## config.mk

```make
export PLATFORM = sky130hd
export DESIGN_NAME = ifu_fetch_queue
export DESIGN_NICKNAME = d
export VERILOG_FILES = /design/src/rtl/ifu_pkg.sv /design/src/rtl/adder.sv /design/src/rtl/sync_fifo.sv /design/src/rtl/ifu_fetch_queue.sv
export SDC_FILE = /design/constraint.sdc
export NUM_CORES = 1
export LEC_CHECK = 0
export ABC_CLOCK_PERIOD_IN_PS = 4700
export BUFFER_PORTS_ARGS = -buffer_cell sky130_fd_sc_hd__buf_2
export CORE_MARGIN = 1
export CORE_UTILIZATION = 40
export CTS_CLUSTER_DIAMETER = 80
export DETAILED_ROUTE_END_ITERATION = 12
export PLACE_DENSITY = 0.55
export SLEW_MARGIN = 30
export SYNTH_ARGS = -nofsm -noshare
export SYNTH_HDL_FRONTEND = slang
export SYNTH_HIERARCHICAL = 1
export SYNTH_SLANG_ARGS = --single-unit
```

## constraint.sdc

```tcl
create_clock -name clk -period 4.7 [get_ports clk]
set_input_delay 0.47 -clock clk [delete_from_list [all_inputs] [get_ports clk]]
set_output_delay 0.47 -clock clk [all_outputs]
set_load 0.02 [all_outputs]
```

## src/rtl/ifu_pkg.sv

```systemverilog
// Shared fetch-unit types and constants.
package ifu_pkg;

  localparam int ISA_WIDTH = 32;
  localparam int INST_WIDTH = ISA_WIDTH;

  localparam logic [ISA_WIDTH-1:0] RESET_PC_DEF =
    32'h8000_0000;

  typedef struct packed {
    logic [ISA_WIDTH-1:0]  pc;
    logic [INST_WIDTH-1:0] inst;
  } fq_entry_t;

  // Counters must hold the value DEPTH itself.
  function automatic int fq_cnt_w(input int depth);
    return $clog2(depth) + 1;
  endfunction

endpackage

```

## src/rtl/adder.sv

```systemverilog
// Plain two-operand adder, result wraps modulo 2^W.
module adder #(
  parameter int W = 32
) (
  input  logic [W-1:0] a_i,
  input  logic [W-1:0] b_i,
  output logic [W-1:0] sum_o
);

  assign sum_o = a_i + b_i;

endmodule

```

## src/rtl/sync_fifo.sv

```systemverilog
// Synchronous FIFO with registered storage and a one-cycle
// flush; rdata_o is the current head (no fall-through).
module sync_fifo #(
  parameter int W     = 32,
  parameter int DEPTH = 4
) (
  input  logic                   clk,
  input  logic                   rst_ni,
  input  logic                   flush_i,
  input  logic                   push_i,
  input  logic                   pop_i,
  input  logic [W-1:0]           wdata_i,
  output logic [W-1:0]           rdata_o,
  output logic [$clog2(DEPTH):0] count_o
);

  localparam int AW = $clog2(DEPTH);

  logic [W-1:0]  mem_q [DEPTH];
  logic [AW-1:0] wptr_q;
  logic [AW-1:0] wptr_d;
  logic [AW-1:0] rptr_q;
  logic [AW-1:0] rptr_d;
  logic [AW:0]   cnt_q;
  logic [AW:0]   cnt_d;
  logic          do_push;
  logic          do_pop;

  assign do_push = push_i & ~flush_i;
  assign do_pop  = pop_i & ~flush_i;

  always_comb begin
    wptr_d = wptr_q;
    rptr_d = rptr_q;
    cnt_d  = cnt_q;
    if (flush_i) begin
      wptr_d = '0;
      rptr_d = '0;
      cnt_d  = '0;
    end else begin
      if (do_push) wptr_d = wptr_q + AW'(1);
      if (do_pop)  rptr_d = rptr_q + AW'(1);
      cnt_d = cnt_q
            + (AW+1)'(do_push)
            - (AW+1)'(do_pop);
    end
  end

  always_ff @(posedge clk or negedge rst_ni) begin
    if (!rst_ni) begin
      wptr_q <= '0;
      rptr_q <= '0;
      cnt_q  <= '0;
    end else begin
      wptr_q <= wptr_d;
      rptr_q <= rptr_d;
      cnt_q  <= cnt_d;
    end
  end

  always_ff @(posedge clk) begin
    if (do_push) mem_q[wptr_q] <= wdata_i;
  end

  assign rdata_o = mem_q[rptr_q];
  assign count_o = cnt_q;

endmodule

```

## src/rtl/ifu_fetch_queue.sv

```systemverilog
// Decoupled fetch front end: PC owner, credit-limited imem
// requests, tag FIFO for in-flight PCs, entry FIFO to decode.
module ifu_fetch_queue
  import ifu_pkg::*;
#(
  parameter int              XLEN     = ISA_WIDTH,
  parameter logic [XLEN-1:0] RESET_PC = RESET_PC_DEF,
  parameter int              FQ_DEPTH = 4
) (
  input  logic            clk,
  input  logic            rst,
  input  logic            redirect_valid,
  input  logic [XLEN-1:0] redirect_pc,
  output logic            imem_req_valid,
  input  logic            imem_req_ready,
  output logic [XLEN-1:0] imem_req_addr,
  input  logic            imem_rsp_valid,
  input  logic [XLEN-1:0] imem_rsp_data,
  output logic            inst_valid,
  input  logic            inst_ready,
  output logic [XLEN-1:0] inst,
  output logic [XLEN-1:0] inst_pc,
  output logic [XLEN-1:0] inst_snpc
);

  localparam int CW = fq_cnt_w(FQ_DEPTH);
  localparam int EW = $bits(fq_entry_t);

  logic [XLEN-1:0] fpc_q;
  logic [XLEN-1:0] fpc_d;
  logic [XLEN-1:0] fpc_inc;
  logic [XLEN-1:0] redir_pc;
  logic [XLEN-1:0] snpc_sum;
  logic [XLEN-1:0] tag_head;
  logic [CW-1:0]   drop_q;
  logic [CW-1:0]   drop_d;
  logic [CW-1:0]   live;
  logic [CW-1:0]   count;
  logic [CW:0]     used;
  logic            rst_done_q;
  logic            req_fire;
  logic            rsp_live;
  logic            rsp_drop;
  logic            deq;
  fq_entry_t       push_e;
  fq_entry_t       head_e;

  assign redir_pc = redirect_pc & ~XLEN'(3);

  // Credits cover buffered, live and to-be-dropped slots.
  assign used = {1'b0, count}
              + {1'b0, live}
              + {1'b0, drop_q};

  assign imem_req_valid = rst_done_q
                        & ~redirect_valid
                        & (used < (CW+1)'(FQ_DEPTH));
  assign imem_req_addr  = fpc_q;

  assign req_fire = imem_req_valid & imem_req_ready;
  assign rsp_drop = imem_rsp_valid & (drop_q != '0);
  assign rsp_live = imem_rsp_valid & (drop_q == '0);
  assign deq      = inst_valid & inst_ready;

  adder #(.W(XLEN)) u_fpc_inc (
    .a_i   (fpc_q),
    .b_i   (XLEN'(4)),
    .sum_o (fpc_inc)
  );

  adder #(.W(XLEN)) u_snpc_inc (
    .a_i   (head_e.pc),
    .b_i   (XLEN'(4)),
    .sum_o (snpc_sum)
  );

  sync_fifo #(.W(XLEN), .DEPTH(FQ_DEPTH)) u_tag_fifo (
    .clk     (clk),
    .rst_ni  (rst),
    .flush_i (redirect_valid),
    .push_i  (req_fire),
    .pop_i   (rsp_live),
    .wdata_i (fpc_q),
    .rdata_o (tag_head),
    .count_o (live)
  );

  assign push_e.pc   = tag_head;
  assign push_e.inst = imem_rsp_data;

  sync_fifo #(.W(EW), .DEPTH(FQ_DEPTH)) u_entry_fifo (
    .clk     (clk),
    .rst_ni  (rst),
    .flush_i (redirect_valid),
    .push_i  (rsp_live),
    .pop_i   (deq),
    .wdata_i (push_e),
    .rdata_o (head_e),
    .count_o (count)
  );

  always_comb begin
    fpc_d = fpc_q;
    unique case (1'b1)
      redirect_valid: fpc_d = redir_pc;
      req_fire:       fpc_d = fpc_inc;
      default:        fpc_d = fpc_q;
    endcase
  end

  // On redirect every live request becomes one to drop.
  always_comb begin
    drop_d = drop_q;
    if (redirect_valid) begin
      drop_d = drop_q + live
             - CW'(imem_rsp_valid);
    end else if (rsp_drop) begin
      drop_d = drop_q - CW'(1);
    end
  end

  always_ff @(posedge clk or negedge rst) begin
    if (!rst) begin
      fpc_q      <= RESET_PC;
      drop_q     <= '0;
      rst_done_q <= 1'b0;
    end else begin
      fpc_q      <= fpc_d;
      drop_q     <= drop_d;
      rst_done_q <= 1'b1;
    end
  end

  assign inst_valid = (count != '0);
  assign inst       = inst_valid ? head_e.inst : '0;
  assign inst_pc    = inst_valid ? head_e.pc : '0;
  assign inst_snpc  = inst_valid ? snpc_sum : '0;

endmodule
```

# Word level (Yosys, flattened, before mapping)

Memory sizes are Yosys's and may differ from the RTL's.
Cells that the tools add are included.

Add/subtract/negate cells: 15
Order comparisons: 1
Multiplexer cells: 20
Bitwise logic cells: 10
Reductions and logical operators: 8

Operators with widths:

| operator                                                   | count |
|---|---|
| two-way mux 32 bit                                         | 3 |
| adder 32 x 3 -> 32 bit, second input constant              | 2 |
| one-hot mux 32 bit (2 select lines)                        | 1 |
| two-way mux 2 bit                                          | 8 |
| two-way mux 3 bit                                          | 4 |
| nonzero test 2 bit                                         | 5 |
| bitwise AND 1 bit                                          | 9 |
| subtractor 3 x 1 -> 3 bit                                  | 3 |
| adder 2 x 1 -> 2 bit, second input constant                | 4 |
| adder 3 x 1 -> 3 bit                                       | 2 |
| nonzero test 3 bit                                         | 2 |
| adder 3 x 3 -> 4 bit                                       | 1 |
| adder 4 x 3 -> 4 bit                                       | 1 |
| less-than comparator 4 x 3 -> 1 bit, second input constant | 1 |
| two-way mux 1 bit                                          | 4 |
| adder 3 bit                                                | 1 |
| zero test 3 bit                                            | 1 |
| subtractor 3 x 1 -> 3 bit, second input constant           | 1 |
| inverter 1 bit                                             | 1 |

Register bits after elaboration: 50
RAM bits: 384
Input port bits: 70
Output and inout port bits: 130
Logic and storage cells: 65
Memories: 2

Memories:

| memory             | depth | bits a word | rd ports | clocked after memory_dff | wr ports | line            | source |
|---|---|---|---|---|---|---|---|
| u_entry_fifo.mem_q | 4     | 64          | 1        | 0                        | 1        | sync_fifo.sv:19 | `logic [W-1:0] mem_q [DEPTH];` |
| u_tag_fifo.mem_q   | 4     | 32          | 1        | 0                        | 1        | sync_fifo.sv:19 |  |

# Logic depth before layout (Yosys ltp)

Gate-level depths: netlist of run 1.

Word-level depth: 9
Depth in mapped cells: 17
Mapped depth without buffers: 15

# By module

Netlist of run 1, hierarchy kept.

Modules (own cells, without submodules):

| module                    | times used | cells each | area an instance (um^2) | seq. area each (um^2) |
|---|---|---|---|---|
| sync_fifo at u_entry_fifo | 1          | 374        | 9703.1                  | 7862.5 |
| sync_fifo at u_tag_fifo   | 1          | 207        | 5101.1                  | 4018.9 |
| adder                     | 2          | 241        | 1744.2                  | 0.0 |
| ifu_fetch_queue           | 1          | 260        | 2881.5                  | 902.1 |

# Worst setup path after synthesis of run 1

Ideal clock, no wire load.

Path type: flip-flop to flip-flop
From: reg u_tag_fifo.cnt_q[1] (netlist: u_tag_fifo/count_o[1])
To: reg u_tag_fifo.cnt_q[2] (netlist: u_tag_fifo/count_o[2])
Setup time: 130 ps
Data arrival time: 3646 ps
Data required time: 4570 ps
Setup slack: 924 ps
Stages on the path, launching flop included: 18
Path through: dfrtp_1 > inv_1 > fa_1 > or2_2 > fa_1 > nand2_1 > and4bb_1 > buf_6 > buf_12 > nor2b_1 > inv_1 > ha_1 > inv_1 > ha_1 > inv_1 > fa_1 > xnor3_1 > nor2_1

Word-level cells in the longest chain between the ends: 9

Ends and longest elaborated chain:

| item                                | line                  | source |
|---|---|---|
| start: declaration                  | sync_fifo.sv:24       | `logic [AW:0] cnt_q;` |
| start signal: assignment            | sync_fifo.sv:57       | `cnt_q <= cnt_d;` |
| adder 3 x 3 -> 4 bit                | ifu_fetch_queue.sv:52 | `+ {1'b0, live}` |
| adder 4 x 3 -> 4 bit                | ifu_fetch_queue.sv:53 | `+ {1'b0, drop_q};` |
| less-than comparator 4 x 3 -> 1 bit | ifu_fetch_queue.sv:57 | `& (used < (CW+1)'(FQ_DEPTH));` |
| bitwise AND 1 bit                   | ifu_fetch_queue.sv:57 |  |
| bitwise AND 1 bit                   | ifu_fetch_queue.sv:60 | `assign req_fire = imem_req_valid & imem_req_ready;` |
| via req_fire                        | ifu_fetch_queue.sv:41 | `logic req_fire;` |
| bitwise AND 1 bit                   | sync_fifo.sv:29       | `assign do_push = push_i & ~flush_i;` |
| adder 3 x 1 -> 3 bit                | sync_fifo.sv:44       | `+ (AW+1)'(do_push)` |
| subtractor 3 x 1 -> 3 bit           | sync_fifo.sv:45       | `- (AW+1)'(do_pop);` |
| two-way mux 3 bit                   | sync_fifo.sv:36       | `if (flush_i) begin` |
| via u_tag_fifo.cnt_d[2]             | sync_fifo.sv:25       | `logic [AW:0] cnt_d;` |

The timed path passes the listed nets, and every way through them passes these cells.
A chain may end at the register's enable or synchronous reset.

==> summary.md, run 1 <==
| Metric | Value |
|---|---|
| Core footprint | 51800 um^2 |
| Clock root buffer | clkbuf_16 |
| PD cells | 585 nW/um^2 |
| CP Data Arrival Time | 3970 ps |
| Req. time, crit path | 4230 ps |
| Post-synth EDFFs | 384 |
| Maximum VDD drop | 0.298 mV |
| Sequential area share after synthesis | 60.4% |
| Ports | 200 |
| Max-Cap Viols | 0 |
| Final min period | 4440 ps |
| Multi-input logic area | 8030 um^2 |
| Asr flop ratio synth | 11.5% |
| Worst slew margin | 38.8% |
| Setup TNS | 0 ps |
| Endpoints failing setup | 0 |
| Crit path kind | flop to output pin |
| Die height | 232 um |
| Total GRT Usage | 16.9% |
| Post-route clock skew | 12.7 ps |
| Netlist Area Pre-Place | 21200 um^2 |
| Crit path buf inv count | 1 |
| Largest cells by area after synthesis | edfxtp_1 (54%), mux4_2 (9.7%), dfrtp_1 (5.8%) |
| Fillers | 4566 |
| Final setup margin | 263 ps |
| Final wirelength | 45100 um |
| Starting Density | 40.9% |
| Final-report max-slew violation count | 0 |
| Slowest-stage cell, CP | mux4_2 |
| Synth Register Bits | 434 |
| Initial DRC Count | 570 |
| Cts bufs inserted | 48 |
| Pre-Repair DR Iteration Count | 5 |
| Top cells by instance count after synthesis | edfxtp_1 (384), and2_1 (97), mux4_2 (91) |
| CTS tree | yes |
| Vias in the first global route | 12028 |
| Pre-CTS setup slack | 630 ps |
| Worst hold path class | input pin to asynchronous set/reset pin |
| Detail Route Antenna Nets | 0 |
| Num rows | 83 |
| Routability cong. | 0.863 |
| Crit end category | output pin |
| Setup crit start kind | flop |
| Global-route wire length before repair | 69500 um |
| Reg area | 12800 um^2 |
| Area Overhead vs Synth | 16.6% |
| Remaining DRCs | 0 |
| Fmax | 225 MHz |
| DR vias | 11886 |
| Status | completed |
| Share of cells above drive strength 1 | 30.7% |
| CTS sink count | 434 |
| Largest area contributor in the netlist | edfxtp_1 |
| Critical-path cell list | mux4_2 -> ha_1 -> o211ai_1 -> o21ai_2 -> o21bai_4 -> a22oi_4 -> a311oi_4 -> o311a_1 -> or3_1 -> and2_1 -> buf_2 |
| Full die area | 53900 um^2 |
| H-tree depth | 2 |
| Placed cell count | 2223 |
| DP HPWL | 30800 um |
| Cells after Synth | 1323 |
| CTS clk-pin slew, worst paths | 60 ps |
| Gr ovfl total | 0 |
| Synth Area per Inst | 16.0 um^2 |
| Vias per cell | 5.13 |
| Count of different cell masters after synthesis | 67 |
| Top-count cell post-synth | edfxtp_1 |
| Nets | 1760 |
| Leak | 9.33 nW |
| Period Utilization, post-route | 94.4% |
| Worst slew pin tran | 919 ps |
| Largest net degree at the start of global routing | 98 |
| Clk Latency, worst-skew pair | 570 ps |
| CP Max Fanout | 12 |
| Synth warn | 6 |
| Power, Total | 0.0144 W |
| Antenna violations before repair | 2 |
| RSZ-0062 raised after global routing | no |
| Die extent in x | 232 um |
| Top cell type's share of synthesized area | 54.5% |
| Hold_buf cts | 0 |
| Clock buffer depth | 3 |
| Hold Vio Cnt, Final | 0 |
| Wire per inst | 19.5 um |
| Fin cells | 2318 |
| Largest delay contributor family on the critical path | compound AO/OA/AOI/OAI gates |
| Main synth FF type | edfxtp_1 |
| Number of port buffers | 197 |
| CP peak stage delay | 550 ps |
==> registers in the layout (all words and copies together) (netlist names) <==
name	count
imem_req_addr	32
u_tag_fifo/rptr_q	2
drop_q	3
rst_done_q	1
u_entry_fifo/rptr_q	2
u_entry_fifo/wptr_q	2
u_tag_fifo/mem_q	128
u_entry_fifo/count_o	3
u_tag_fifo/wptr_q	2
u_entry_fifo/mem_q	256
u_tag_fifo/count_o	3
==> logic make-up after synthesis <==
kind of cell    Yosys count  synth area share, %
other cells               2               0.0355
simple gates            265                 7.06
buf+inv                  98                 2.91
flops                   434                 60.4
mux                     164                 14.4
xor+xnor                 65                 2.82
compound gates          206                 6.87
fa+ha+maj                89                 5.54
==> worst paths after layout <==
path,from,to,slack (ps),cells past startpoint
min,rst,drop_q[1],30,2
max in group asynchronous,rst,u_entry_fifo/rptr_q[0],4140,2
min in group clk,imem_rsp_data[26],u_entry_fifo/mem_q[2][26],110,1
max reg2reg,drop_q[1],u_tag_fifo/count_o[2],900,15
max,u_entry_fifo/rptr_q[0],inst_snpc[31],260,11
min reg2reg,imem_req_addr[31],u_tag_fifo/mem_q[0][31],580,0
==> power breakdown <==
| part | switching [W] | total (W) | internal, W | leakage [nW] |
|---|---|---|---|---|
| Sequential | 0.000368 | 0.00500 | 0.00464 | 4.07 |
| Clock | 0.00149 | 0.00391 | 0.00242 | 0.808 |
| Combinational | 0.00318 | 0.00553 | 0.00235 | 4.46 |
==> layout by cell type, fill, tap and decap left out, types with 29 or more instances in the layout <==
cell type,count
clkbuf_16,49
inv_1,32
conb_1,67
edfxtp_1,384
buf_2,197
xor2_1,31
mux2_4,29
a21o_1,38
mux2_2,33
nand2_1,38
buf_4,30
and2_1,93
mux4_2,91
a21oi_1,63
ha_1,81
dfrtp_1,45
xnor2_1,32
nor2_1,35
==> routing by layer <==
layer  up-vias  share of wire (%)  track usage (%)
li1       5657                  -                -
met4         2                1.9             4.81
met2       203                 48             27.7
met1      5967                 46             23.3
met5         -              0.016                0
met3        57                3.6             2.60
==> per-stage QoR <==
step	instance area [um^2]	utilization, %	hold slack, ps
finish	24700	47.7	29.2
global route	24700	47.7	84.9
CTS	24600	47.5	48.4
detailed placement	23000	44.3	563
global placement	23000	44.3	532
floorplan	21400	-	174
==> area by class of cell <==
type / count / area share [%]
antenna: 1 / 0.0101
clock buffer: 62 / 5.32
clock inverter: 24 / 1.40
inverter: 32 / 0.486
multi-input combinational: 856 / 32.5
sequential: 434 / 51.8
tap: 680 / 3.45
timing repair buffer: 229 / 5.03
==> timing repair <==
| item | 4_1_cts | 5_1_grt |
|---|---|---|
| pin swaps | 0 | 0 |
| hold endpoints to repair | 0 | 0 |
| buffers inserted | 1 | 7 |
| setup endpoints to repair | 1 | 1 |
| gates resized for setup | 0 | 1 |
(Power assumes the default switching activity.)
==> run 2: changes to the inputs <==
ABC_AREA = 1   (was not set)
CTS_CLUSTER_SIZE = 14   (was not set)
PLACE_DENSITY = 0.54   (was 0.55)
==> run 2 against run 1 <==
  * Register-to-register slack gained 160 ps
  * Cell count grew 63%
  * Non-clock buffer count shrank 9
  * Critical endpoint is now inst_snpc[29]
  * Highest routed layer is now met4
==> summary.md, run 2 <==
| Metric | Value |
|---|---|
| Synth Area per Inst | 8.66 um^2 (-46%) |
| Post-Synth Simple-Gate Area | 20.0% (+13 points) |
| Net Sw Frac | 43.7% (+8.8 points) |
| Fmax | 233 MHz (+3.2%) |
| Share of cells above drive strength 1 | 11.2% (-19 points) |
| Starting Density | 40.5% (-0.34 points) |
| DR vias | 17672 (+49%) |
| Final wirelength | 55600 um (+23%) |
| Post_cts resized | 0 (unchanged) |
| Compound-Gate Fraction of Synth Area | 8.41% (+1.5 points) |
| Critical-path cell list | buf_4 -> o211ai_1 -> nand2_1 -> ha_1 -> nand2_1 -> nor2_1 -> nand2_1 -> nor2_1 -> nand2_1 -> nand2_1 -> nand2_1 -> nand2_1 -> inv_1 -> nor2_1 -> buf_2 |
| Postcts setup bufs | 0 (-1) |
| Clock root buffer | clkbuf_16 |
| Max-Cap Viols | 0 (unchanged) |
| Biggest register | u_entry_fifo/mem_q |
| Worst slew pin tran | 902 ps (-16.9 ps) |
| Setup TNS | 0 ps (unchanged) |
| Synth Area in Adders | 4.91% (-0.64 points) |
| Most common cell after layout, fill and taps aside | nand2_1 |
| Cells after Synth | 2762 (+110%) |
| Routability cong. | 0.874 (+1.3%) |
| Clock power frac | 19.5% (-7.6 points) |
| Wire per inst | 14.7 um (-25%) |
| Gr ovfl total | 0 (unchanged) |
| Die extent in x | 247 um (+6.2%) |
| Clk Latency, worst-skew pair | 560 ps (about the same) |
| Final min period | 4300 ps (-138 ps) |
| Xor-xnor portion of the synthesized cell area | 1.17% (-1.6 points) |
| Status | completed |
| Main synth FF type | edfxtp_1 |
| Asr flop ratio synth | 11.5% (unchanged) |
| Leak | 12.9 nW (+38%) |
| Largest cells by area after synthesis | edfxtp_1 (48%), nand2_1 (12%), inv_1 (9.2%) |
| Crit end category | output pin |
| Nets | 3150 (+79%) |
| Final setup margin | 402 ps (+138 ps) |
| Count of different cell masters after synthesis | 37 (-45%) |
| Post-route clock skew | 34.7 ps (+22.0 ps) |
| Post-synth EDFFs | 384 (unchanged) |
| CTS tree | yes |
| Core footprint | 59000 um^2 (+14%) |
| Total GRT Usage | 18.2% (+1.3 points) |
| CP peak stage delay | 1010 ps (+460 ps) |
| PD cells | 551 nW/um^2 (-5.7%) |
| Slowest-stage cell, CP | dfrtp_4 |
| Setup crit start kind | flop |
| RSZ-0062 raised after global routing | no |
| CP Data Arrival Time | 3830 ps (-140 ps) |
| Commonest non-fill, non-tap cells in the layout | nand2_1 (790), inv_1 (586), edfxtp_1 (384), buf_2 (197), nor2_1 (188) |
| H-tree depth | 2 (unchanged) |
| Period Utilization, post-route | 91.5% (-2.9 points) |
| Full die area | 60800 um^2 (+13%) |
| Pre-Repair DR Iteration Count | 6 (+1) |
| Endpoints failing setup | 0 (unchanged) |
| Antenna violations before repair | 1 (-1) |
| Top cell type's share of synthesized area | 48.2% (-6.2 points) |
| Vias in the first global route | 16472 (+37%) |
| Crit path buf inv count | 3 (+2) |
| Maximum VDD drop | 0.330 mV (+11%) |
| Vias per cell | 4.66 (-9.0%) |
| Cts bufs inserted | 38 (-21%) |
| Ports | 200 (unchanged) |
| Top-count cell post-synth | nand2_1 |
| Crit path kind | flop to output pin |
| Initial DRC Count | 991 (+74%) |
| Hold Vio Cnt, Final | 0 (unchanged) |
| Combinational Power Share | 45.3% (+7.0 points) |
| Hold_ws | 57.1 ps (+27.9 ps) |
| Clock buffer depth | 3 (unchanged) |
| DP HPWL | 38900 um (+26%) |
| Largest net degree at the start of global routing | 96 (-2.0%) |
| Remaining DRCs | 0 (unchanged) |
| Worst slew margin | 39.9% (+1.1 points) |
| Sequential area share after synthesis | 53.5% (-6.9 points) |
| Flop-to-flop setup slack | 1060 ps (+160 ps) |
| Top cells by instance count after synthesis | nand2_1 (790), inv_1 (586), edfxtp_1 (384) |
| Area Overhead vs Synth | 12.3% |
| CTS clk-pin slew, worst paths | 60 ps (about the same) |
| Synth warn | 6 (unchanged) |
| Largest family of logic cells by synthesized area | simple AND/OR/NAND/NOR gates |
| Die height | 247 um (+6.2%) |
| Hold_buf cts | 0 (unchanged) |
| Largest delay contributor family on the critical path | simple AND/OR/NAND/NOR gates |
| Cell internal pwr | 0.00834 W (-11%) |
| Pre-CTS setup slack | 980 ps (+350 ps) |
| Number of port buffers | 197 (unchanged) |
| Global-route wire length before repair | 87000 um (+25%) |
| Final-report max-slew violation count | 0 (unchanged) |
| Critical path's most frequent cell | nand2_1 |
| Post-synthesis mux area share | 0% (-14 points) |
| NetSw | 0.00647 W (+28%) |
| Register share of total power | 35.1% (+0.5 points) |
| CTS sink count | 434 (unchanged) |
| Largest area contributor in the netlist | edfxtp_1 |
| Netlist Area Pre-Place | 23900 um^2 (+13%) |
| Num rows | 89 (+7.2%) |
| Detail Route Antenna Nets | 0 (unchanged) |
| Worst hold path class | input pin to asynchronous set/reset pin |
| CP Max Fanout | 95 (+83) |
| Max FFs per register | 256 (unchanged) |
| Req. time, crit path | 4230 ps (about the same) |
| Synth Register Bits | 434 (unchanged) |
==> run 2: area by class of cell <==
type	instances	area [um^2]
Clock buffer	58	1050
Antenna cell	1	2.50
Sequential cell	434	12800
Multi-Input combinational cell	1704	8550
Timing Repair Buffer	220	1230
Clock inverter	6	46.3
Fill cell	5792	32200
Tap cell	773	967
Inverter	593	2230
==> run 2: power by group through the flow <==
stage          sequential (W)  clock, W  combinational, W
2_1_floorplan         0.00512         0           0.00500
3_3_place_gp          0.00529         0           0.00646
3_5_place_dp          0.00529         0           0.00657
4_1_cts               0.00521   0.00300           0.00661
5_1_grt               0.00525   0.00313           0.00760
6_report              0.00520   0.00290           0.00672
==> run 2: worst register-to-register path, stage by stage (launching register included) <==
cell and delay (ps):
dfrtp_1 490, inv_1 90, fa_1 420, o21bai_1 180, fa_1 510, nand2_1 90, nor2_4 120, nand3_4 80
inv_1 190, nand2_1 220, ha_1 350, inv_1 60, ha_1 130, inv_1 50, fa_1 410, nand3_1 90
nand2_1 50, nor2_1 90
==> run 2: per-stage QoR <==
stage | total power, W | utilization [%] | cells | area [um^2]
6_report | 0.0148 | 45.5 | 3789 | 26900
5_1_grt | 0.0160 | 45.5 | 3789 | 26900
4_1_cts | 0.0148 | 45.5 | 3788 | 26900
3_5_place_dp | 0.0119 | 43.7 | 3724 | 25800
3_3_place_gp | 0.0118 | 43.6 | 3723 | 25700
2_1_floorplan | 0.0101 | - | 2827 | 24200
==> run 2: final timing paths <==
check	from	endpoint	cells past startpoint
setup / recovery	u_entry_fifo/rptr_q[0]	inst_snpc[29]	15
hold / removal	rst	drop_q[1]	2
setup reg to reg	u_entry_fifo/count_o[1]	u_tag_fifo/count_o[2]	17
hold reg to reg	imem_req_addr[31]	imem_req_addr[31]	2
max in group asynchronous	rst	u_entry_fifo/rptr_q[0]	2
min in group clk	imem_rsp_data[26]	u_entry_fifo/mem_q[2][26]	1
==> run 2: logic make-up (layout without fill, tap and decap cells) <==
group	count (synthesis)	after routing
buf+inv	689	877
other cells	2	68
simple gates	1167	1167
xor+xnor	32	32
fa+ha+maj	89	89
compound gates	349	349
flops	434	434
==> run 2: layer usage <==
metal	vias to the layer above	global-route usage, %	part of all wire [%]
li1	9157	-	-
met1	8178	24.0	46
met2	276	31.5	48
met3	61	2.17	3.5
met4	0	5.03	2.2
met5	-	0	0
